## src/rtl/main_fsm_pkg.sv

```systemverilog
// Shared encodings for the rv32im multicycle control unit: opcodes, FSM state
// codes, datapath mux selects and the ALU operation classes sent to alu_decoder.
package main_fsm_pkg;

  localparam int STATE_WIDTH  = 5;
  localparam int ALU_OP_WIDTH = 3;

  localparam logic [6:0] OP_LOAD   = 7'b0000011;
  localparam logic [6:0] OP_STORE  = 7'b0100011;
  localparam logic [6:0] OP_OP     = 7'b0110011;
  localparam logic [6:0] OP_OPIMM  = 7'b0010011;
  localparam logic [6:0] OP_JAL    = 7'b1101111;
  localparam logic [6:0] OP_JALR   = 7'b1100111;
  localparam logic [6:0] OP_BRANCH = 7'b1100011;
  localparam logic [6:0] OP_LUI    = 7'b0110111;
  localparam logic [6:0] OP_AUIPC  = 7'b0010111;
  localparam logic [6:0] OP_FENCE  = 7'b0001111;
  localparam logic [6:0] OP_SYSTEM = 7'b1110011;

  localparam logic [STATE_WIDTH-1:0] S_FETCH    = 5'd0;
  localparam logic [STATE_WIDTH-1:0] S_DECODE   = 5'd1;
  localparam logic [STATE_WIDTH-1:0] S_MEMADR   = 5'd2;
  localparam logic [STATE_WIDTH-1:0] S_LOAD     = 5'd3;
  localparam logic [STATE_WIDTH-1:0] S_MEMWB    = 5'd4;
  localparam logic [STATE_WIDTH-1:0] S_STORE    = 5'd5;
  localparam logic [STATE_WIDTH-1:0] S_EXECUTER = 5'd6;
  localparam logic [STATE_WIDTH-1:0] S_EXECUTEI = 5'd7;
  localparam logic [STATE_WIDTH-1:0] S_ALUWB    = 5'd8;
  localparam logic [STATE_WIDTH-1:0] S_MULDIV   = 5'd9;
  localparam logic [STATE_WIDTH-1:0] S_MULDIVWB = 5'd10;
  localparam logic [STATE_WIDTH-1:0] S_JALR     = 5'd11;
  localparam logic [STATE_WIDTH-1:0] S_JAL      = 5'd12;
  localparam logic [STATE_WIDTH-1:0] S_BRANCH   = 5'd13;
  localparam logic [STATE_WIDTH-1:0] S_LUI      = 5'd14;
  localparam logic [STATE_WIDTH-1:0] S_AUIPC    = 5'd15;
  localparam logic [STATE_WIDTH-1:0] S_ILLEGAL  = 5'd16;

  localparam logic [1:0] SRCA_PC    = 2'b00;
  localparam logic [1:0] SRCA_OLDPC = 2'b01;
  localparam logic [1:0] SRCA_RS1   = 2'b10;

  localparam logic [1:0] SRCB_RS2   = 2'b00;
  localparam logic [1:0] SRCB_IMM   = 2'b01;
  localparam logic [1:0] SRCB_FOUR  = 2'b10;

  localparam logic [1:0] RES_ALUOUT    = 2'b00;
  localparam logic [1:0] RES_MEMDATA   = 2'b01;
  localparam logic [1:0] RES_ALURESULT = 2'b10;
  localparam logic [1:0] RES_MULDIV    = 2'b11;

  // Zero is reserved for "no ALU operation" so idle states are distinguishable.
  localparam logic [ALU_OP_WIDTH-1:0] ALU_OP_ADD         = 3'b001;
  localparam logic [ALU_OP_WIDTH-1:0] ALU_OP_ARITH_LOGIC = 3'b010;
  localparam logic [ALU_OP_WIDTH-1:0] ALU_OP_BRANCH      = 3'b011;
  localparam logic [ALU_OP_WIDTH-1:0] ALU_OP_LUI         = 3'b100;
  localparam logic [ALU_OP_WIDTH-1:0] ALU_OP_AUIPC       = 3'b101;

endpackage

```

## src/rtl/main_fsm.sv

```systemverilog
// Multicycle Moore control FSM for the rv32im core; sequences fetch, decode,
// execute, memory and writeback and owns the memory and mul/div handshakes.
module main_fsm
  import main_fsm_pkg::*;
#(
  parameter int unsigned ENABLE_MULDIV = 1
) (
  input  logic                    clk,
  input  logic                    reset,
  input  logic [6:0]              op,
  input  logic                    funct7_bit0,
  input  logic                    mem_ready,
  input  logic                    muldiv_ready,
  output logic                    mem_valid,
  output logic                    MemWrite,
  output logic                    AdrSrc,
  output logic                    IRWrite,
  output logic                    PCUpdate,
  output logic                    Branch,
  output logic                    RegWrite,
  output logic [1:0]              ALUSrcA,
  output logic [1:0]              ALUSrcB,
  output logic [1:0]              ResultSrc,
  output logic [ALU_OP_WIDTH-1:0] ALUOp,
  output logic                    muldiv_valid,
  output logic                    instr_retired,
  output logic                    illegal
);

  logic [STATE_WIDTH-1:0] state;
  logic [STATE_WIDTH-1:0] next_state;
  logic                   illegal_q;

  // The sticky flag is set on the edge that enters ILLEGAL so it is visible
  // in the first ILLEGAL cycle.
  always_ff @(posedge clk) begin
    if (reset) begin
      state     <= S_FETCH;
      illegal_q <= 1'b0;
    end else begin
      state <= next_state;
      if (next_state == S_ILLEGAL)
        illegal_q <= 1'b1;
    end
  end

  always_comb begin
    next_state = state;
    case (state)
      S_FETCH:    if (mem_ready) next_state = S_DECODE;
      S_DECODE: begin
        case (op)
          OP_LOAD, OP_STORE: next_state = S_MEMADR;
          OP_OP: begin
            if (!funct7_bit0)            next_state = S_EXECUTER;
            else if (ENABLE_MULDIV != 0) next_state = S_MULDIV;
            else                         next_state = S_ILLEGAL;
          end
          OP_OPIMM:          next_state = S_EXECUTEI;
          OP_JAL:            next_state = S_JAL;
          OP_JALR:           next_state = S_JALR;
          OP_BRANCH:         next_state = S_BRANCH;
          OP_LUI:            next_state = S_LUI;
          OP_AUIPC:          next_state = S_AUIPC;
          OP_FENCE, OP_SYSTEM: next_state = S_FETCH;
          default:           next_state = S_ILLEGAL;
        endcase
      end
      S_MEMADR:   next_state = op[5] ? S_STORE : S_LOAD;
      S_LOAD:     if (mem_ready) next_state = S_MEMWB;
      S_MEMWB:    next_state = S_FETCH;
      S_STORE:    if (mem_ready) next_state = S_FETCH;
      S_EXECUTER: next_state = S_ALUWB;
      S_EXECUTEI: next_state = S_ALUWB;
      S_ALUWB:    next_state = S_FETCH;
      S_MULDIV:   if (muldiv_ready) next_state = S_MULDIVWB;
      S_MULDIVWB: next_state = S_FETCH;
      S_JALR:     next_state = S_JAL;
      S_JAL:      next_state = S_ALUWB;
      S_BRANCH:   next_state = S_FETCH;
      S_LUI:      next_state = S_ALUWB;
      S_AUIPC:    next_state = S_ALUWB;
      S_ILLEGAL:  next_state = S_ILLEGAL;
      default:    next_state = S_FETCH;
    endcase
  end

  // Outputs decode from the state register; reset masks every output so the
  // datapath sees no strobes while the FSM is being forced back to FETCH.
  always_comb begin
    mem_valid     = 1'b0;
    MemWrite      = 1'b0;
    AdrSrc        = 1'b0;
    IRWrite       = 1'b0;
    PCUpdate      = 1'b0;
    Branch        = 1'b0;
    RegWrite      = 1'b0;
    ALUSrcA       = SRCA_PC;
    ALUSrcB       = SRCB_RS2;
    ResultSrc     = RES_ALUOUT;
    ALUOp         = '0;
    muldiv_valid  = 1'b0;
    instr_retired = 1'b0;
    if (!reset) begin
      case (state)
        S_FETCH: begin
          mem_valid = 1'b1;
          if (mem_ready) begin
            IRWrite   = 1'b1;
            PCUpdate  = 1'b1;
            ALUSrcA   = SRCA_PC;
            ALUSrcB   = SRCB_FOUR;
            ALUOp     = ALU_OP_ADD;
            ResultSrc = RES_ALURESULT;
          end
        end
        S_DECODE: begin
          ALUSrcA = SRCA_OLDPC;
          ALUSrcB = SRCB_IMM;
          ALUOp   = ALU_OP_ADD;
          if (op == OP_FENCE || op == OP_SYSTEM)
            instr_retired = 1'b1;
        end
        S_MEMADR: begin
          ALUSrcA = SRCA_RS1;
          ALUSrcB = SRCB_IMM;
          ALUOp   = ALU_OP_ADD;
        end
        S_LOAD: begin
          mem_valid = 1'b1;
          AdrSrc    = 1'b1;
        end
        S_MEMWB: begin
          ResultSrc     = RES_MEMDATA;
          RegWrite      = 1'b1;
          instr_retired = 1'b1;
        end
        S_STORE: begin
          mem_valid     = 1'b1;
          MemWrite      = 1'b1;
          AdrSrc        = 1'b1;
          instr_retired = mem_ready;
        end
        S_EXECUTER: begin
          ALUSrcA = SRCA_RS1;
          ALUSrcB = SRCB_RS2;
          ALUOp   = ALU_OP_ARITH_LOGIC;
        end
        S_EXECUTEI: begin
          ALUSrcA = SRCA_RS1;
          ALUSrcB = SRCB_IMM;
          ALUOp   = ALU_OP_ARITH_LOGIC;
        end
        S_ALUWB, S_MULDIVWB: begin
          ResultSrc     = (state == S_MULDIVWB) ? RES_MULDIV : RES_ALUOUT;
          RegWrite      = 1'b1;
          instr_retired = 1'b1;
        end
        S_MULDIV: begin
          muldiv_valid = 1'b1;
          ALUSrcA      = SRCA_RS1;
          ALUSrcB      = SRCB_RS2;
        end
        S_JALR: begin
          ALUSrcA = SRCA_RS1;
          ALUSrcB = SRCB_IMM;
          ALUOp   = ALU_OP_ADD;
        end
        S_JAL: begin
          ALUSrcA   = SRCA_OLDPC;
          ALUSrcB   = SRCB_FOUR;
          ALUOp     = ALU_OP_ADD;
          ResultSrc = RES_ALUOUT;
          PCUpdate  = 1'b1;
        end
        S_BRANCH: begin
          ALUSrcA       = SRCA_RS1;
          ALUSrcB       = SRCB_RS2;
          ALUOp         = ALU_OP_BRANCH;
          ResultSrc     = RES_ALUOUT;
          Branch        = 1'b1;
          instr_retired = 1'b1;
        end
        S_LUI: begin
          ALUSrcB = SRCB_IMM;
          ALUOp   = ALU_OP_LUI;
        end
        S_AUIPC: begin
          ALUSrcA = SRCA_OLDPC;
          ALUSrcB = SRCB_IMM;
          ALUOp   = ALU_OP_AUIPC;
        end
        default: ;
      endcase
    end
  end

  assign illegal = illegal_q && !reset;

endmodule

```

## config.mk

```make
export PLATFORM = sky130hd
export DESIGN_NAME = main_fsm
export DESIGN_NICKNAME = d
export VERILOG_FILES = /design/src/rtl/main_fsm_pkg.sv /design/src/rtl/main_fsm.sv
export SDC_FILE = /design/constraint.sdc
export NUM_CORES = 1
export LEC_CHECK = 0
export BUFFER_PORTS_ARGS = -buffer_cell sky130_fd_sc_hd__clkbuf_2
export CAP_MARGIN = 25
export CELL_PAD_IN_SITES_DETAIL_PLACEMENT = 0
export CELL_PAD_IN_SITES_GLOBAL_PLACEMENT = 2
export CORE_UTILIZATION = 28
export DETAILED_ROUTE_END_ITERATION = 8
export PLACE_DENSITY_LB_ADDON = 0.15
export SETUP_SLACK_MARGIN = 0.05
export SYNTH_ARGS = -nofsm -noshare
export SYNTH_HDL_FRONTEND = slang
export SYNTH_SLANG_ARGS = --single-unit
```

## constraint.sdc

```tcl
create_clock -name clk -period 3.1 [get_ports clk]
set_input_delay 0.155 -clock clk [delete_from_list [all_inputs] [get_ports clk]]
set_output_delay 0.155 -clock clk [all_outputs]
set_load 0.005 [all_outputs]
```

==> results_dict.tcl, run 1 <==
set metrics [dict create \
    outcome "complete, no violations" \
    synthCells 149 \
    startpoint "state[0]" \
    slew_violations 0 \
    grt_pass1_wl_mm 4.547 \
    io_buffers 30 \
    start_kind "register" \
    synth_fp_nets 161 \
    cts_resized 0 \
    vias 1117 \
    ys_types 50 \
    grt_max_degree 23 \
    antenna_found_initial 0 \
    cpPeakStageDelay_ps 740 \
    fin_skew_ps 9.120 \
    ys_ff_latch 6 \
    slowest_stage "dfxtp_1" \
    end_kind "output pin" \
    place_ws_ps 1187 \
    wl_mm 2.864 \
    finalPower_w 0.0002567 \
    syn_avg_cell_area_um2 6.617 \
    worst_slew_pin_slew_ps 747.7 \
    rsz0062_at_grt "no" \
    hold_start "muldiv_ready" \
    finalNonFillerCells 215 \
    crit_family "simple AND/OR/NAND/NOR gates" \
    hold-worst-slack_ps 220.7 \
    power_density_mw_per_mm2 225.7 \
    die_width_um 61.34 \
    post_cts_buffers 0 \
    cp_num_buf_inv 1 \
    synth_edf_count 0 \
    clockRootBuffer "clkbuf_4" \
    finalWeightedCongestion 0.7809 \
    clock_latency_ps 250 \
    fin_nets 183 \
    holdCritPathClass "in2reg" \
    period_needed_ps 2180 \
    maxCapViolCount 0 \
    crit_fanout 21 \
    setup_viol 0 \
    numCtsBuffers 3 \
    wl_per_cell_um 13.32 \
    synth_flop_cell "dfxtp_1" \
    syn_area_um2 985.9 \
    clock_sinks 6 \
    ant_nets 0 \
    worstPathArrival_ps 2020 \
    syn_to_final_growth_pct 15.36 \
    ir_worst_vdd_mv 0.1629 \
    fp.dieH_um 61.34 \
    ctsLongestPathBuffers 2 \
    ys_seq_area_share_pct 12.18 \
    cts_tree "built" \
    grt_pass1_vias 944 \
    max_freq_mhz 458.8 \
    viasPerCell 5.195 \
    cp_cell_sequence "nor3b_4, nand2_1, nor2_2, a21oi_1, nor2_1, clkbuf_2" \
    max_slew_margin_pct 50.09 \
    core_area_mm2 0.003363 \
    path_clk_slew_ps 50 \
    start_util_pct 29.32 \
    grt-ovfl-total 0 \
    drive_gt1_share_pct 26.63 \
    criticalPathCategory "reg2out" \
    hpwlAfterDp_mm 2.208 \
    setup_tns_ps 0 \
    post-route-period-util_pct 70.31 \
    htreeDepth 1 \
    leakage_nw 0.4694 \
    drt_iter0_markers 40 \
    dp_cells 212 \
    timing.rr.start "state[0]" \
    cts.hold.buffers_added 0 \
    worstPathRequired_ps 2940 \
    row_count 21 \
    first_pass_iters 4 \
    synth_warnings 0 \
    async_flop_share_pct 0 \
    hold_viol 0 \
    io_pins 31 \
    setup_slack_ps 920.3 \
    gr-usage-all-layers_pct 15.87 \
    num_antenna_cells 0 \
    drc_errors 0 \
    dieArea_mm2 0.003763 \
]
-- synth_stat cells (all sizes together) (3+ instances only) --
master	count	share of area (%)
nor2	25	9.8
a21oi	17	9.4
nand2	14	5.3
buf	9	6.5
o21ai	8	4.1
nor2b	7	4.4
dfxtp	6	12
inv	5	1.9
clkbuf	4	1.5
nand2b	4	3.3
a21o	3	2.3
a31oi	3	1.9
nand3	3	1.5
nor3	3	1.5
o22ai	3	3.2
-- power breakdown --
part	switching (W)	total, W	internal (W)
sequential	0.00000999	0.0000917	0.0000817
combinational	0.0000521	0.0000928	0.0000407
clock	0.0000283	0.0000721	0.0000438
total	0.0000904	0.000257	0.000166
-- cell type report --
class	instances	area, um2
Fill cell	401	2226
Sequential cell	6	120.1
Timing Repair Buffer	30	150.1
Multi-Input combinational cell	125	768.2
Tap cell	46	57.56
Clock buffer	3	22.52
Inverter	5	18.77
-- cells by family after synthesis --
logic type / synth area share (%)
xor gates and xnor gates: 0.8885
and+or+nand+nor: 40.48
DFF: 12.18
AOI/OAI and AO/OA: 34.52
muxes: 2.031
buffers and inverters: 9.897
-- worst register-to-register path, cell delays in order (launching register included) --
cell and delay, ps:
dfxtp_1 740, nor2b_1 340, nand2_1 180, a2bb2oi_1 190, o22a_1 230, o22ai_2 130
-- per-layer routing --
metal | vias to the layer above | track usage (%) | wire [um]
li1 | 576 | - | -
met1 | 512 | 20.25 | 1305
met2 | 27 | 29.81 | 1434
met4 | 0 | 2.222 | 13
met5 | - | 0 | 0
met3 | 2 | 1.050 | 111
-- path summary, 6_finish.rpt --
check | end | slack (ps) | cells after the start
worst max register to register | state[2] | 1210 | 5
worst min register to register | illegal_q | 620 | 2
worst max-delay path | instr_retired | 920 | 6
worst min-delay path | state[1] | 220 | 3
-- per-stage QoR --
stage | cell area (um2) | utilization, %
after floorplan | 985.9 | -
after global placement | 1115 | 33.15
after detailed placement | 1115 | 33.15
after CTS | 1137 | 33.82
after global routing | 1137 | 33.82
final | 1137 | 33.82
-- cells in the final DEF (no fill, tap or decap), types with 2 or more instances in the layout --
cell and count:
nor2b_1 7, nor2_1 24, inv_1 4, o21ai_0 5
dfxtp_1 6, a31oi_1 3, a21oi_1 15, nor3_1 3
a21o_1 3, a2111oi_0 2, a21oi_2 2, clkbuf_4 3
nor4_1 2, mux2i_1 2, clkbuf_2 30, or3_1 2
o21ai_1 3, nand2b_1 3, and3b_1 2, nand3_1 3
nand3b_1 2, o22ai_2 2, a2bb2oi_1 2, nand2_1 14
-- sequential cells by signal, indices dropped and copies added (netlist names) --
signal	cells
illegal_q	1
state	5
Power figures use the tool's default switching activity.
==> run 2: changes to the inputs <==
Settings changed: CORE_UTILIZATION 28 to 24.
Clock period 3.1 ns to 1.8 ns, I/O delays scaled along.
==> run 2 against run 1 <==
Highest routed layer is now met3. Critical path depth rose by 1. Clock power rose to 2.8 times the previous value. Power rose by 110%. Final area rose by 13%. Largest power group is now the clock network. Non-clock buffer count rose by 13. Combinational power rose by 100%. Clock-buffer cell count did not move. Worst setup slack got worse by 820 ps. Die area rose by 16%.
==> results_dict.tcl, run 2 (synthesis results as in run 1) <==
set metrics [dict create \
    outcome "complete, no violations" \
    period_needed_ps 1700 \
    worst_slew_pin_slew_ps 547.7 \
    wl_per_cell_um 13.42 \
    rsz0062_at_grt "yes" \
    fin_skew_ps 4.591 \
    reg2reg_depth 7 \
    setup_slack_ps 99.67 \
    fillers 443 \
    cts.hold.buffers_added 0 \
    holdCritPathClass "in2reg" \
    top_register "state" \
    num_antenna_cells 0 \
    clock_latency_ps 220 \
    dieArea_mm2 0.004369 \
    hpwlAfterDp_mm 2.342 \
    drt_iter0_markers 36 \
    drive_gt1_share_pct 34.62 \
    grt_max_degree 18 \
    grt-ovfl-total 0 \
    r2r_slack_ps 230 \
    gr-usage-all-layers_pct 14.95 \
    cts_tree "built" \
    maxCapViolCount 0 \
    worstPathRequired_ps 1710 \
    first_pass_iters 4 \
    start_kind "register" \
    fin_nets 196 \
    die_width_um 66.10 \
    core_area_mm2 0.003799 \
    slew_violations 0 \
    setup_viol 0 \
    timing.rr.start "state[3]" \
    max_freq_mhz 588.1 \
    startpoint "state[3]" \
    htreeDepth 1 \
    max_slew_margin_pct 63.49 \
    ant_nets 0 \
    syn_to_final_growth_pct 30.71 \
    ir_worst_vdd_mv 0.1385 \
    io_buffers 30 \
    finalPower_w 0.0005332 \
    final_cell_mix "clkbuf_2, nor2_1, a21oi_1, nand2_1, buf_4" \
    clock_sinks 6 \
    setup_tns_ps 0 \
    io_pins 31 \
    end_kind "output pin" \
    fp.dieH_um 66.10 \
    wl_mm 3.086 \
    numCtsBuffers 3 \
    place_ws_ps 87.40 \
    worstPathArrival_ps 1610 \
    criticalPathCategory "reg2out" \
    hold_viol 0 \
    row_count 22 \
    viasPerCell 5.070 \
    antenna_found_initial 0 \
    clockRootBuffer "clkbuf_8" \
    start_util_pct 25.96 \
    power_density_mw_per_mm2 413.7 \
    ctsLongestPathBuffers 2 \
    reg_top3 "state: 5 flops, illegal_q: 1 flops" \
    crit_fanout 4 \
    cp-endpoint "instr_retired" \
    finalWeightedCongestion 0.7909 \
    post-route-period-util_pct 94.46 \
    finalNonFillerCells 230 \
    r2r_end "illegal_q" \
    path_clk_slew_ps 40 \
    vias 1166 \
    grt_pass1_vias 1074 \
    drc_errors 0 \
    largest_reg_flops 5 \
    final_util_pct 33.93 \
    leakage_nw 0.5517 \
    layout_commonest_cell "clkbuf_2" \
    dp_cells 224 \
    grt_pass1_wl_mm 5.043 \
]
-- run 2: changes by cell type in the layout (fill, tap and decap cells not counted), sizes merged --
cell,before,now
buf,0,13
-- run 2: stage by stage --
step / instance area (um2) / hold slack [ps]
3_3_place_gp: 1205 / 426.1
5_1_grt: 1289 / 226.1
6_report: 1289 / 184.0
4_1_cts: 1281 / 183.8
2_1_floorplan: 985.9 / 205.0
3_5_place_dp: 1205 / 427.5
-- run 2: per-layer routing --
| metal | up-vias | routed length, um | GRT usage, % |
|---|---|---|---|
| met4 | 0 | 0 | 5.319 |
| met3 | 0 | 99 | 0.3448 |
| met1 | 542 | 1387 | 18.42 |
| li1 | 598 | - | - |
| met5 | - | 0 | 0 |
| met2 | 26 | 1598 | 27.42 |
-- run 2: area by class of cell --
| type | instances | area [um2] | area share [%] |
|---|---|---|---|
| timing repair buffer | 43 | 260.3 | 20.19 |
| multi-input combinational | 125 | 778.2 | 60.39 |
| clock buffer | 3 | 41.29 | 3.204 |
| inverter | 5 | 18.77 | 1.456 |
| tap | 48 | 60.06 | 4.660 |
| sequential | 6 | 130.1 | 10.10 |
-- run 2: where the power goes --
| part | total, W | switching, W | internal [W] |
|---|---|---|---|
| Clock | 0.000199 | 0.0000555 | 0.000143 |
| Combinational | 0.000188 | 0.000104 | 0.0000833 |
| Sequential | 0.000146 | 0.00000761 | 0.000139 |
| Total | 0.000533 | 0.000168 | 0.000366 |
-- run 2: worst min path at each step --
stage	depth (start not counted)	end	slack (ps)	from
2_1_floorplan	1	state[0]	210	reset
3_3_place_gp	3	state[1]	430	muldiv_ready
3_5_place_dp	3	state[1]	430	muldiv_ready
4_1_cts	3	state[1]	180	muldiv_ready
5_1_grt	2	state[0]	230	reset
6_report	3	state[1]	180	muldiv_ready
-- run 2: critical path, cell delays in order (launching register included) --
cell and delay, ps:
dfxtp_4 350, buf_12 130, or3b_1 340, a32oi_1 210, nor2_1 80, a21oi_1 120
nor2_1 50, clkbuf_2 110
-- run 2: repair_timing --
action | 4_1_cts | 5_1_grt
setup endpoints to repair | 2 | 3
pin swaps | 4 | 3
resized for setup | 6 | 4
setup buffers | 3 | 0
